$ cat src/rtl/addr_reg_bank.sv
// Bank of address registers loaded one nibble at a time from the data bus,
// with post-increment/decrement and a registered one-cycle wrap pulse.
module addr_reg_bank #(
    parameter int unsigned DATA_W = 4,
    parameter int unsigned ADDR_W = 16,
    parameter int unsigned NREGS  = 2
) (
    input  logic                                         i_clk,
    input  logic                                         i_rst_n,
    input  logic                                         i_ld,
    input  logic                                         i_seq,
    input  logic [$clog2(NREGS)-1:0]                     i_wr_sel,
    input  logic [((ADDR_W/DATA_W) > 1 ? $clog2(ADDR_W/DATA_W) : 1)-1:0] i_nib_sel,
    input  logic [DATA_W-1:0]                            i_data_in,
    input  logic                                         i_ptr_clr,
    input  logic                                         i_inc,
    input  logic                                         i_dec,
    input  logic [$clog2(NREGS)-1:0]                     i_rd_sel,
    input  logic                                         i_oe,
    output logic [ADDR_W-1:0]                            o_addr_out,
    output logic [((ADDR_W/DATA_W) > 1 ? $clog2(ADDR_W/DATA_W) : 1)-1:0] o_ptr,
    output logic                                         o_wrap
);

    localparam int unsigned NIB = ADDR_W / DATA_W;
    localparam int unsigned SW  = $clog2(NREGS);
    localparam int unsigned PW  = (NIB > 1) ? $clog2(NIB) : 1;

    logic [ADDR_W-1:0] r_regs [NREGS];
    logic [PW-1:0]     r_ptr  [NREGS];
    logic              r_wrap;

    logic              w_wr_valid;
    logic [ADDR_W-1:0] w_cur_reg;
    logic [PW-1:0]     w_cur_ptr;
    logic [ADDR_W-1:0] w_rd_reg;
    logic [PW-1:0]     w_idx;
    logic [ADDR_W-1:0] w_next_reg;
    logic [PW-1:0]     w_next_ptr;
    logic              w_wrap_evt;

    assign w_wr_valid = (32'(i_wr_sel) < NREGS);

    // Selector-matched muxes: an out-of-range select matches nothing and reads as 0.
    always_comb begin
        w_cur_reg = '0;
        w_cur_ptr = '0;
        w_rd_reg  = '0;
        for (int i = 0; i < NREGS; i++) begin
            if (i_wr_sel == SW'(i)) begin
                w_cur_reg = r_regs[i];
                w_cur_ptr = r_ptr[i];
            end
            if (i_rd_sel == SW'(i)) begin
                w_rd_reg = r_regs[i];
            end
        end
    end

    always_comb begin
        w_idx      = i_seq ? w_cur_ptr : i_nib_sel;
        w_next_reg = w_cur_reg;
        w_next_ptr = w_cur_ptr;
        w_wrap_evt = 1'b0;
        if (i_ld) begin
            // An index >= NIB matches no nibble, so the load is dropped.
            for (int k = 0; k < NIB; k++) begin
                if (w_idx == PW'(k)) begin
                    w_next_reg[k*DATA_W +: DATA_W] = i_data_in;
                end
            end
            if (i_seq) begin
                w_next_ptr = (w_cur_ptr == PW'(NIB - 1)) ? '0 : w_cur_ptr + PW'(1);
            end
        end else if (i_inc && !i_dec) begin
            w_next_reg = w_cur_reg + ADDR_W'(1);
            w_wrap_evt = &w_cur_reg;
        end else if (i_dec && !i_inc) begin
            w_next_reg = w_cur_reg - ADDR_W'(1);
            w_wrap_evt = ~|w_cur_reg;
        end
        if (i_ptr_clr) begin
            w_next_ptr = '0;
        end
        w_wrap_evt = w_wrap_evt & w_wr_valid;
    end

    always_ff @(posedge i_clk or negedge i_rst_n) begin
        if (!i_rst_n) begin
            for (int i = 0; i < NREGS; i++) begin
                r_regs[i] <= '0;
                r_ptr[i]  <= '0;
            end
            r_wrap <= 1'b0;
        end else begin
            r_wrap <= w_wrap_evt;
            for (int i = 0; i < NREGS; i++) begin
                if (i_wr_sel == SW'(i)) begin
                    r_regs[i] <= w_next_reg;
                    r_ptr[i]  <= w_next_ptr;
                end
            end
        end
    end

    assign o_addr_out = i_oe ? w_rd_reg : '0;
    assign o_ptr      = w_cur_ptr;
    assign o_wrap     = r_wrap;

endmodule
$ cat config.mk
export PLATFORM = sky130hd
export DESIGN_NAME = addr_reg_bank
export DESIGN_NICKNAME = d
export VERILOG_FILES = /design/src/rtl/addr_reg_bank.sv
export SDC_FILE = /design/constraint.sdc
export NUM_CORES = 1
export LEC_CHECK = 0
export CAP_MARGIN = 10
export CORE_MARGIN = 4
export CORE_UTILIZATION = 62
export CTS_BUF_LIST = sky130_fd_sc_hd__clkbuf_4 sky130_fd_sc_hd__clkbuf_8 sky130_fd_sc_hd__clkbuf_16
export DETAILED_ROUTE_END_ITERATION = 16
export PLACE_DENSITY_LB_ADDON = 0.05
export SETUP_SLACK_MARGIN = 0.05
export SLEW_MARGIN = 20
export SYNTH_ARGS = -nofsm -noshare
export SYNTH_HDL_FRONTEND = slang
export SYNTH_SLANG_ARGS = --single-unit
$ cat constraint.sdc
create_clock -name i_clk -period 6.32 [get_ports i_clk]
set_clock_uncertainty 0.1 [all_clocks]
set_input_delay 0.948 -clock i_clk [delete_from_list [all_inputs] [get_ports i_clk]]
set_output_delay 0.948 -clock i_clk [all_outputs]
set_load 0.01 [all_outputs]
==> impl_metrics.csv <==
group,metric,value,unit
clocking,hold_buffers,0,
clocking,post_cts_buffers,0,
cells_and_area,drive_above_1_share,9.645,%
cells_and_area,mostFrequentLayoutCells,"37 x dfrtp_1, 32 x clkdlybuf4s50_1, 29 x mux2i_1",
clocking,cts_tree,"built",
critical_path,worst_path_largest_cell_delay,1.19,ns
clocking,cts_root_buf,"clkbuf_8",
synthesis,yosysWarnings,0,
cells_and_area,seq_area,925.9,um2
power,peakVddDrop,0.2052,mV
critical_path,crit_chain,"clkdlybuf4s50_1 > mux2i_1 > nor2b_1 > clkdlybuf4s50_1",
place,hpwl,5.790,mm
synthesis,syn_inst,372,
die,die_area,6277,um2
sta,tns,0,ns
synthesis,yosysSeqAreaShare,29.44,%
routing,via_per_inst,6.811,
routing,post_drt_wl_per_cell,18.75,um
routing,drt_iter0_drc,254,
sta,fmax,241.5,MHz
place,gp_congestion,0.9024,
power,total_power,998.7,uW
place,postPlaceCellArea,3475,um2
clocking,cts.sink_count,37,
sta,period_needed,4.140,ns
global_routing,grt_pass1_wl,14.04,mm
critical_path,required,5.27,ns
clocking,cts_made_buffers,5,
critical_path,crit_path_frequent_cell,"clkdlybuf4s50_1",
critical_path,cp-start-kind,"primary input",
clocking,clkSlewWorstSetupHoldPaths,0.07,ns
critical_path,worstSetupPathType,"in2out",
cells_and_area,finalInstanceArea,3565,um2
synthesis,yosysTopAreaCellShare,29.44,%
place,portBuffers,34,
synthesis,yosysTopAreaCell,"dfrtp_1",
synthesis,synth-seq-cells,37,
job,cap_violations,0,
power,clock_power_share,17.5,%
critical_path,setup.worst_path.end_class,"output pin",
synthesis,synth_cell_types,70,
routing,dr.pass1.iters,5,
synthesis,async_flop_share,100.0,%
routing,drt_wl_total,8.642,mm
sta,setup_viol,0,
cells_and_area,final_common_cell,"dfrtp_1",
routing,drc,0,
synthesis,synthesis.nets,390,
power,pwr-share-seq,41.1,%
die,num_io_pins,35,
cells_and_area,n_antenna_cell,0,
clocking,cts_max_path_buffers,2,
sta,worst_slew_pin_slew,1.086,ns
sta,hold_violations,0,
power,p_int,593.4,uW
sta,slew_headroom,27.35,%
sta,fin_crit_sh,65.51,%
critical_path,worstPathArrival,3.09,ns
power,switching_share,40.58,%
hold_path,min_path_type,"reg2reg",
power,p_per_area,280.2,nW/um2
synthesis,synthTopCellsByArea,"dfrtp_1 29%, mux2i_1 9.2%, nor2b_1 4.2%",
clocking,clk_latency,0.29,ns
critical_path,worstPathMaxFanout,16,
synthesis,synth_area,3146,um2
die,rows,25,
power,switching_power,405.3,uW
routing,vias,3140,
critical_path,reg2reg_depth,7,
routing,drtAntennaViolNets,0,
die,start_util,65.30,%
global_routing,grt.overflow.total,0,
synthesis,synth_top_flop_cell,"dfrtp_1",
cells_and_area,nets,412,
hold_path,whs_path_depth,1,
die,fp.dieW,79.23,um
die,die_h,79.23,um
clocking,cts_resized,0,
outcome,status,"completed",
global_routing,antenna_found_initial,0,
critical_path,slowest_stage,"clkdlybuf4s50_1",
sta,finalMaxSlewViolations,0,
power,share_comb_of_total_power,41.4,%
cells_and_area,fillers,405,
global_routing,grt_start_max_net_pins,46,
synthesis,synth_edf_count,0,
sta,rsz0062_at_grt,"false",
cells_and_area,syn_to_final_growth,13.33,%
synthesis,syn_area_per_cell,8.456,um2
cells_and_area,multiInputGateArea,2082,um2
die,coreArea,4817,um2
global_routing,globalRouteTotalUtil,28.23,%
clocking,cts_htree_levels,2,
global_routing,grt_pass1_vias,2832,
power,p_leak,0.001362,uW
## metrics by stage
step	worst slack, ns	util (%)	cells	hold WS (ns)
after floorplan	3.189	-	372	0.3450
after global placement	2.261	72.13	454	0.3629
after detailed placement	2.174	72.13	454	0.3764
after CTS	2.165	74.00	461	0.3893
after global routing	2.064	74.00	461	0.4113
final	2.180	74.00	461	0.3969
## Yosys cell counts, types with 3 or more instances
library cell	instances
a211oi_1	5
a21o_1	3
a21oi_1	24
a2bb2oi_1	4
a31o_2	4
a31oi_1	5
a32oi_1	3
and2_1	4
and3_1	4
and4_1	3
buf_2	5
clkbuf_1	12
dfrtp_1	37
inv_1	8
mux2_2	10
mux2i_1	29
nand2_1	23
nand3_1	14
nand3b_1	3
nor2_1	24
nor2b_1	21
nor3_1	19
o211ai_1	3
o21ai_0	22
o22ai_1	6
o31ai_1	4
o32ai_1	6
or3_1	3
or4_1	4
xnor2_1	5
## kinds of logic after synthesis
family	count (synthesis)	synth area share (%)
mux	41	13.68
flops	37	29.44
xor+xnor	6	1.671
fa+ha+maj	2	0.7954
simple gates	141	25.22
compound gates	114	24.82
buf+inv	31	4.375
## worst max-delay path, delay by kind of cell
kind          cells  cell delay (ns)
buf+inv           2             1.75
mux               1             0.21
simple gates      1             0.18
## per-layer routing
layer | up-vias | wire [um] | GRT usage (%)
met2 | 152 | 4079 | 44.53
met4 | 0 | 147 | 9.794
met3 | 18 | 726 | 5.782
met1 | 1509 | 3688 | 38.48
li1 | 1461 | - | -
met5 | - | 0 | 0
## flip-flops by register name, indices dropped and copies added, names as in the netlist
signal	flops
r_regs	32
r_ptr	4
o_wrap	1
## path summary, 6_finish.rpt
path                       slack, ns                     end                  start
hold / removal                  0.40    r_ptr[1]$_DFFE_PN0P_   r_ptr[1]$_DFFE_PN0P_
setup reg to reg                3.92  r_regs[22]$_DFFE_PN0N_  r_regs[1]$_DFFE_PN0P_
min in group asynchronous       0.65  r_regs[25]$_DFFE_PN0N_                i_rst_n
max in group asynchronous       4.92   r_regs[2]$_DFFE_PN0P_                i_rst_n
setup / recovery                2.18           o_addr_out[2]               i_rd_sel
hold reg to reg                 0.40    r_ptr[1]$_DFFE_PN0P_   r_ptr[1]$_DFFE_PN0P_
## final cells by class
class	count	area share [%]
multi-input cells	304	58.41
flip-flops and latches	37	25.97
repair buffers	36	9.688
clock buffers	7	2.527
well taps	67	2.352
inverters	10	1.053
## power groups by stage
stage | logic (uW) | registers, uW | clock network [uW]
floorplan | 294 | 379 | 0
global placement | 396 | 405 | 0
detailed placement | 406 | 409 | 0
CTS | 410 | 405 | 176
global route | 459 | 421 | 185
finish | 413 | 411 | 175
Note: power is estimated with default switching activity, not from simulation.
